<file path="src/rtl/sc_lane_shifter_pkg.sv">
// Shared definitions for the lane shifter: FSM state and direction encodings.
package sc_lane_shifter_pkg;

    // Lane controller states; HOLD freezes the row, IDLE waits for the first load
    typedef enum logic [1:0] {
        ST_IDLE = 2'd0,
        ST_RUN  = 2'd1,
        ST_HOLD = 2'd2
    } lane_state_e;

    // Rotation direction as seen on SC_LANE_DIR_In
    localparam logic DIR_MSB = 1'b0;
    localparam logic DIR_LSB = 1'b1;

endpackage

</file>
<file path="src/rtl/sc_lane_shifter_prescaler.sv">
// Tick prescaler: counts accepted ticks 0..TICKS_PER_STEP-1 and strobes on the
// tick that completes a step. The strobe is combinational so the owner can
// rotate in the same cycle the last tick arrives.
module sc_tick_prescaler #(
    parameter int TICKS_PER_STEP = 1
) (
    input  logic clk_i,
    input  logic rst_ni,
    input  logic clear_i,
    input  logic tick_i,
    input  logic enable_i,
    output logic step_o
);

    localparam int CW = (TICKS_PER_STEP > 1) ? $clog2(TICKS_PER_STEP) : 1;
    localparam logic [CW-1:0] LAST = CW'(TICKS_PER_STEP - 1);

    logic [CW-1:0] cnt_q, cnt_d;

    // Strobe on the final tick of a step; a clear always suppresses it
    always_comb begin
        step_o = enable_i & tick_i & ~clear_i & (cnt_q == LAST);
        cnt_d  = cnt_q;
        if (clear_i)
            cnt_d = '0;
        else if (enable_i & tick_i)
            cnt_d = step_o ? '0 : cnt_q + 1'b1;
    end

    // Prescale counter register
    always_ff @(posedge clk_i or negedge rst_ni) begin
        if (!rst_ni) cnt_q <= '0;
        else         cnt_q <= cnt_d;
    end

endmodule

</file>
<file path="src/rtl/sc_lane_shifter.sv">
// Traffic lane shifter: rotates a vehicle row one cell per TICKS_PER_STEP
// speed ticks, gates the upstream divider via TICK_EN, and flags a hit when
// the player column lands on a lit cell. All outputs are registered.
module sc_lane_shifter
    import sc_lane_shifter_pkg::*;
#(
    parameter int                    LANE_WIDTH     = 8,
    parameter int                    POS_WIDTH      = 3,
    parameter int                    TICKS_PER_STEP = 1,
    parameter logic [LANE_WIDTH-1:0] ROW_RESET      = '0
) (
    input  logic                  SC_LANE_CLOCK_50,
    input  logic                  SC_LANE_RESET_InLow,
    input  logic                  SC_LANE_TICK_In,
    input  logic                  SC_LANE_RUN_In,
    input  logic                  SC_LANE_LOAD_In,
    input  logic [LANE_WIDTH-1:0] SC_LANE_PATTERN_In,
    input  logic                  SC_LANE_DIR_In,
    input  logic [POS_WIDTH-1:0]  SC_LANE_POS_In,
    input  logic                  SC_LANE_POS_VALID_In,
    output logic                  SC_LANE_TICK_EN_Out,
    output logic [LANE_WIDTH-1:0] SC_LANE_ROW_Out,
    output logic                  SC_LANE_STEP_Out,
    output logic                  SC_LANE_HIT_Out
);

    lane_state_e           state_q, state_d;
    logic [LANE_WIDTH-1:0] row_q, row_d;
    logic                  tick_en_q, step_q, hit_q, hit_d;
    logic                  step_now;

    // Ticks only count while running; a load clears the count and drops the tick
    sc_tick_prescaler #(
        .TICKS_PER_STEP(TICKS_PER_STEP)
    ) u_prescaler (
        .clk_i    (SC_LANE_CLOCK_50),
        .rst_ni   (SC_LANE_RESET_InLow),
        .clear_i  (SC_LANE_LOAD_In),
        .tick_i   (SC_LANE_TICK_In),
        .enable_i (state_q == ST_RUN),
        .step_o   (step_now)
    );

    // Next state, next row and the hit seen against the next row
    always_comb begin
        state_d = state_q;
        row_d   = row_q;
        hit_d   = 1'b0;

        case (state_q)
            ST_IDLE: if (SC_LANE_LOAD_In) state_d = SC_LANE_RUN_In ? ST_RUN : ST_HOLD;
            ST_RUN,
            ST_HOLD: state_d = SC_LANE_RUN_In ? ST_RUN : ST_HOLD;
            default: state_d = ST_IDLE;
        endcase

        if (SC_LANE_LOAD_In)
            row_d = SC_LANE_PATTERN_In;
        else if (step_now)
            row_d = (SC_LANE_DIR_In == DIR_LSB) ? {row_q[0], row_q[LANE_WIDTH-1:1]}
                                                : {row_q[LANE_WIDTH-2:0], row_q[LANE_WIDTH-1]};

        // Only in-range columns can match, so an out-of-range POS yields no hit
        for (int i = 0; i < LANE_WIDTH; i++)
            if (SC_LANE_POS_VALID_In && (int'(SC_LANE_POS_In) == i))
                hit_d = row_d[i];
    end

    // State, row and registered outputs; TICK_EN follows the next state
    always_ff @(posedge SC_LANE_CLOCK_50 or negedge SC_LANE_RESET_InLow) begin
        if (!SC_LANE_RESET_InLow) begin
            state_q   <= ST_IDLE;
            row_q     <= ROW_RESET;
            tick_en_q <= 1'b0;
            step_q    <= 1'b0;
            hit_q     <= 1'b0;
        end else begin
            state_q   <= state_d;
            row_q     <= row_d;
            tick_en_q <= (state_d == ST_RUN);
            step_q    <= step_now;
            hit_q     <= hit_d;
        end
    end

    assign SC_LANE_TICK_EN_Out = tick_en_q;
    assign SC_LANE_ROW_Out     = row_q;
    assign SC_LANE_STEP_Out    = step_q;
    assign SC_LANE_HIT_Out     = hit_q;

endmodule
</file>
<file path="config.mk">
export PLATFORM = sky130hd
export DESIGN_NAME = sc_lane_shifter
export DESIGN_NICKNAME = d
export VERILOG_FILES = /design/src/rtl/sc_lane_shifter_pkg.sv /design/src/rtl/sc_lane_shifter_prescaler.sv /design/src/rtl/sc_lane_shifter.sv
export SDC_FILE = /design/constraint.sdc
export NUM_CORES = 1
export LEC_CHECK = 0
export ABC_AREA = 1
export CAP_MARGIN = 10
export CELL_PAD_IN_SITES_DETAIL_PLACEMENT = 1
export CELL_PAD_IN_SITES_GLOBAL_PLACEMENT = 2
export CORE_ASPECT_RATIO = 0.9
export CORE_MARGIN = 5
export CORE_UTILIZATION = 27
export CTS_BUF_LIST = sky130_fd_sc_hd__clkbuf_2 sky130_fd_sc_hd__clkbuf_4 sky130_fd_sc_hd__clkbuf_8
export CTS_CLUSTER_SIZE = 20
export DETAILED_ROUTE_END_ITERATION = 10
export MAX_ROUTING_LAYER = met4
export PLACE_DENSITY = 0.95
export SYNTH_ARGS = -nofsm -noshare
export SYNTH_HDL_FRONTEND = slang
export SYNTH_SLANG_ARGS = --single-unit
export TNS_END_PERCENT = 5
</file>
<file path="constraint.sdc">
create_clock -name SC_LANE_CLOCK_50 -period 2.6 [get_ports SC_LANE_CLOCK_50]
set_input_delay 0.52 -clock SC_LANE_CLOCK_50 [delete_from_list [all_inputs] [get_ports SC_LANE_CLOCK_50]]
set_output_delay 0.52 -clock SC_LANE_CLOCK_50 [all_outputs]
set_load 0.05 [all_outputs]
</file>
-- Word level (Yosys, flattened, before mapping)
Cells that the tools add are included.
- reductions and logical operators: 12
- multiplexer cells: 17
- bitwise operators: 5
- equal/unequal tests: 10
- $add $sub $neg: 1
- operators with widths (operator ; count):
    8-bit 2-to-1 mux ; 3
    3-bit equality test, second input constant ; 4
    1-bit 2-to-1 mux ; 11
    1-bit logical AND ; 8
    3-bit by 2-bit equality test with 1-bit output, second input constant ; 2
    2-bit by 1-bit equality test with 1-bit output, second input constant ; 2
    2-bit 2-to-1 mux ; 2
    2-bit one-hot mux with 2 select lines ; 1
    1-bit AND ; 3
    3-bit by 1-bit equality test with 1-bit output, second input constant ; 1
    3-bit logical NOT ; 1
    2-bit equality test, second input constant ; 1
    2-bit logical NOT ; 1
    1-bit NOT ; 2
    2-bit nonzero test ; 1
    2-bit OR reduction ; 1
    1-bit adder, second input constant ; 1
- output and inout bits: 11
- input bits: 18
- register bits: 14

-- Longest topological paths before layout
- depth after elaboration: 14
- gate-level depth with buffers: 13
- mapped depth without buffers: 13

-- Hierarchy
A second synthesis with hierarchy kept.
- cells, all modules: 127
- area, all modules: 943.4 µm²
- by module, submodules not included (module ; seq. area each (µm²) ; area each (µm²) ; instances ; cells an instance):
    sc_lane_shifter ; 325.3 ; 888.4 ; 1 ; 118
    sc_tick_prescaler ; 25.0 ; 55.1 ; 1 ; 9

-- Worst setup path after synthesis
OpenSTA, ideal clock, no wires.
- path type: register -> register
- start point: reg state_q[0]
- end point: reg hit_q, in the netlist SC_LANE_HIT_Out
- data required time: 2.482 ns
- clock period less this slack: 1.446 ns
- path slack: 1.154 ns
- arrival: 1.328 ns
- stages on the path, launching flop included: 12
- cells stage by stage: dfrtp_1 ha_1 nand2_2 inv_1 nand2_2 nand2_1 nand3_1 nand3_1 nand2_1 inv_1 a21oi_1 nor2_1
- cells in the longest elaborated chain, start to end: 14
- ends and longest elaborated chain (what ; RTL line ; text):
    start, declared ; sc_lane_shifter.sv:27 ; lane_state_e state_q, state_d;
    start signal, assigned ; sc_lane_shifter.sv:78 ; state_q <= state_d;
    2-bit by 1-bit equality test with 1-bit output (*) ; sc_lane_shifter.sv:40 ; .enable_i (state_q == ST_RUN),
    1-bit AND (*) (3 in a row) ; sc_lane_shifter_prescaler.sv:22 ; step_o = enable_i & tick_i & ~clear_i & (cnt_q == LAST);
    8-bit 2-to-1 mux (*) ; sc_lane_shifter.sv:59 ; else if (step_now)
    8-bit 2-to-1 mux (*) ; sc_lane_shifter.sv:57 ; if (SC_LANE_LOAD_In)
    1-bit 2-to-1 mux (7 in a row) ; sc_lane_shifter.sv:65 ; if (SC_LANE_POS_VALID_In && (int'(SC_LANE_POS_In) == i))
    1-bit 2-to-1 mux (*) ; sc_lane_shifter.sv:65 ;
    named net hit_d ; sc_lane_shifter.sv:29 ; logic tick_en_q, step_q, hit_q, hit_d;
    end signal, assigned ; sc_lane_shifter.sv:82 ; hit_q <= hit_d;
    end, declared ; sc_lane_shifter.sv:29 ;
Mark *: on every way through the listed nets, which the timed path passes. The rest lies on a longest branch.
A chain may end at the register's enable or synchronous reset.

-- Worst setup path after layout
- start point: reg row_q[4], in the netlist SC_LANE_ROW_Out[4]
- end point: out SC_LANE_ROW_Out[4]
- RTL lines (what ; RTL line ; text):
    start, declared ; sc_lane_shifter.sv:28 ; logic [LANE_WIDTH-1:0] row_q, row_d;
    start signal, assigned ; sc_lane_shifter.sv:79 ; row_q <= row_d;
    end, declared ; sc_lane_shifter.sv:22 ; output logic [LANE_WIDTH-1:0] SC_LANE_ROW_Out,
No word-level cell between the ends.

==> summary.txt <==
Critical path
  – WP data required: around 2.1 ns
  – Kind of start point of the critical path: register
  – Critical-path cell list: clkdlybuf4s50_1
  – Worst setup EP type: primary output
  – Buf/Inv on CP: 1
  – Worst R2R Path Depth: 11
  – Critical-path top delay cell: clkdlybuf4s50_1
  – Family with the most delay on the worst path: buffers and inverters
  – Crit-path max FO: 4
  – Critical Path AT: 1.50 ns
  – Critical Path Stages: 1
  – Crit Path Class: register to primary output
  – CP peak stage delay: 0.83 ns

Global route
  – GRT Util Overall: 0.1388
  – Antenna violations before repair: 0
  – Global-route wire length before repair: 5002 um
  – Largest net degree at the start of global routing: 18
  – Gr ovfl total: 0
  – Vias in the first global route: 1066

Synth
  – Synth area leaders: dfrtp_1 37%, nand2_1 21%, inv_1 8.8%, nand3_1 6.9%, ha_1 4.0%
  – Sequential-to-total area share from yosys stat: 0.3723
  – Distinct cells, synth: 23
  – Ys Warns: 0
  – Post-Syn Nets: 159
  – Mapped Cells: 138
  – Synthesized flop and latch total: 14
  – Post-synth design cell area: 940.9 um2
  – Syn_area_per_cell: 6.818 um2
  – Top cell type by total area after synthesis: dfrtp_1
  – Top-area cell type share of the netlist area: 0.3723

Place
  – Final HPWL DP: approximately 2400 um
  – I/O Buffers: 28
  – Gpl congestion: 0.9133

Routing
  – Routed len/inst: 14.18 um
  – Vias per cell: 4.592
  – First DRT Iteration DRCs: between 80 and 90
  – Total Wirelength: ~3000 um
  – DRC viols: 0
  – Vias: 969
  – Drt pass-1 iters: 4
  – Post-DRT Antenna Nets: 0

Flow run
  – Total of max-cap violations: 0

Finish
  – Most common cell after layout, fill and taps aside: nand2_1
  – Register area: 350.3 um2
  – Synthesis-to-layout area growth: 39.23%
  – Post-layout util: 0.3878
  – Final #Nets: 189
  – Area occupied by multi-input gates: between 400 and 500 um2
  – Layout cells sized above 1: 0.07186
  – Leading cell types in the layout, fill and taps excluded: 53 x nand2_1, 28 x clkdlybuf4s50_1, 22 x inv_1, 14 x dfrtp_1, 13 x nand3_1
  – Ant diodes: 0
  – Fillcell total: about 430

STA
  – Tmin final: approximately 2.0 ns
  – Endpoints failing setup: 0
  – RSZ-0062 raised after global routing: no
  – Clock skew: slightly below 0.003 ns
  – Final hold vios: 0
  – Post-route clock period utilization: 0.7777
  – Setup tns final: 0 ns
  – Slew Limit Fails: 0
  – Fmax: 494.5 MHz
  – Worst-Margin Slew: 0.6918 ns
  – Slew HR: 0.5374

Clock network
  – Clock root buffer: clkbuf_8
  – Post-CTS setup buffers: 0
  – Clock buffer depth: 2
  – TritonCTS Sinks: 14
  – Worst-path clk slew: 0.07 ns
  – # resized after CTS: 0
  – Worst-Skew Late Latency: 0.25 ns
  – H-tree depth: 1
  – Cts hold-fix bufs: 0
  – CTS Buf Count: 3
  – CTS tree: built

Power and ir drop
  – Total power draw: 905.2 uW
  – Peak VDD IR: around 0.23 mV
  – Leakage Power: 0.0006793 uW
  – Pwr Density: 691.0 nW/um2

Floorplan
  – Die ar.: 4767 um2
  – I/O Pins: 29
  – # rows: 20
  – Core area: 3378 um2
  – DIE WIDTH: around 72 um
  – Initial core utilization: 0.2785
  – DIE HEIGHT: 66.01 um

Run status
  – Status: finished, final reports clean

Hold path
  – WHS Path Cells: 2
  – Hold Crit Class: register to register
-- Yosys cell counts --
| master | instances |
|---|---|
| nor2_2 | 1 |
| o21a_1 | 1 |
| nor2_1 | 8 |
| o21ai_0 | 5 |
| nand3_1 | 13 |
| inv_1 | 22 |
| nor2_8 | 1 |
| a21oi_1 | 2 |
| o211ai_1 | 1 |
| nand2_4 | 1 |
| nor3_1 | 1 |
| nand2_1 | 53 |
| buf_6 | 1 |
| a32oi_1 | 1 |
| nand2_2 | 2 |
| a31oi_1 | 1 |
| buf_2 | 2 |
| dfrtp_1 | 14 |
| and2_1 | 1 |
| ha_1 | 3 |
| clkinv_4 | 1 |
| or2_2 | 2 |
| nand3b_1 | 1 |
-- worst register-to-register path, cell delays in order, from the launching register on --
cell	delay, ns
dfrtp_1	0.39
inv_1	0.11
ha_1	0.17
nand2_2	0.10
inv_1	0.10
nand2_2	0.12
nand2_1	0.13
nand3_1	0.10
nand3b_1	0.12
nand2_1	0.07
a21oi_1	0.12
nor2_1	0.05
-- final cells by class --
type / instances / area share
clock buffers: 4 / 0.04202
multi-input cells: 98 / 0.3649
flip-flops and latches: 14 / 0.2674
repair buffers: 28 / 0.2139
well taps: 44 / 0.04202
inverters: 23 / 0.06972
-- registers in the layout (all words and copies together) (netlist names) --
| register | cells |
|---|---|
| state_q | 2 |
| SC_LANE_ROW_Out | 8 |
| SC_LANE_STEP_Out | 1 |
| u_prescaler.cnt_q | 1 |
| SC_LANE_TICK_EN_Out | 1 |
| SC_LANE_HIT_Out | 1 |
-- cells by family (layout without fill, tap and decap cells) --
group,count (synthesis),after routing,share of synthesized area
compound gates,11,11,0.06916
fa+ha+maj,3,3,0.03990
flops,14,14,0.3723
buf+inv,26,55,0.1197
simple gates,84,84,0.3989
-- final timing paths --
| kind | startpoint | end | slack [ns] |
|---|---|---|---|
| min in group asynchronous | SC_LANE_RESET_InLow | SC_LANE_ROW_Out[4]$_DFF_PN0_ | 0.69 |
| hold / removal | u_prescaler.cnt_q$_DFFE_PN0P_ | u_prescaler.cnt_q$_DFFE_PN0P_ | 0.60 |
| setup reg to reg | state_q[1]$_DFF_PN0_ | SC_LANE_HIT_Out$_DFF_PN0_ | 0.93 |
| hold reg to reg | u_prescaler.cnt_q$_DFFE_PN0P_ | u_prescaler.cnt_q$_DFFE_PN0P_ | 0.60 |
| max in group asynchronous | SC_LANE_RESET_InLow | state_q[1]$_DFF_PN0_ | 1.47 |
| setup / recovery | SC_LANE_ROW_Out[4]$_DFF_PN0_ | SC_LANE_ROW_Out[4] | 0.58 |
-- through the flow --
step / cells / instance area, um2 / setup WS [ns] / hold slack, ns
final: 211 / 1310 / 0.5780 / 0.6033
after floorplan: 138 / 940.9 / 1.154 / 0.2244
after CTS: 211 / 1310 / 0.5544 / 0.6133
after detailed placement: 207 / 1255 / 0.3464 / 0.6030
after global routing: 211 / 1310 / 0.3991 / 0.6420
after global placement: 207 / 1255 / 0.4132 / 0.5911
-- metal layers --
metal / global-route usage / routed length (um) / vias up
li1: - / - / 478
met1: 0.1588 / 1232 / 471
met2: 0.2489 / 1598 / 18
met3: 0.01672 / 126 / 2
met4: 0.04930 / 34 / 0
met5: - / 0 / -
-- power by group --
group          internal (uW)  switching (uW)
logic                    142             253
registers                259            30.6
clock network            134            86.1
No activity file was read; power rests on OpenSTA's default activity.
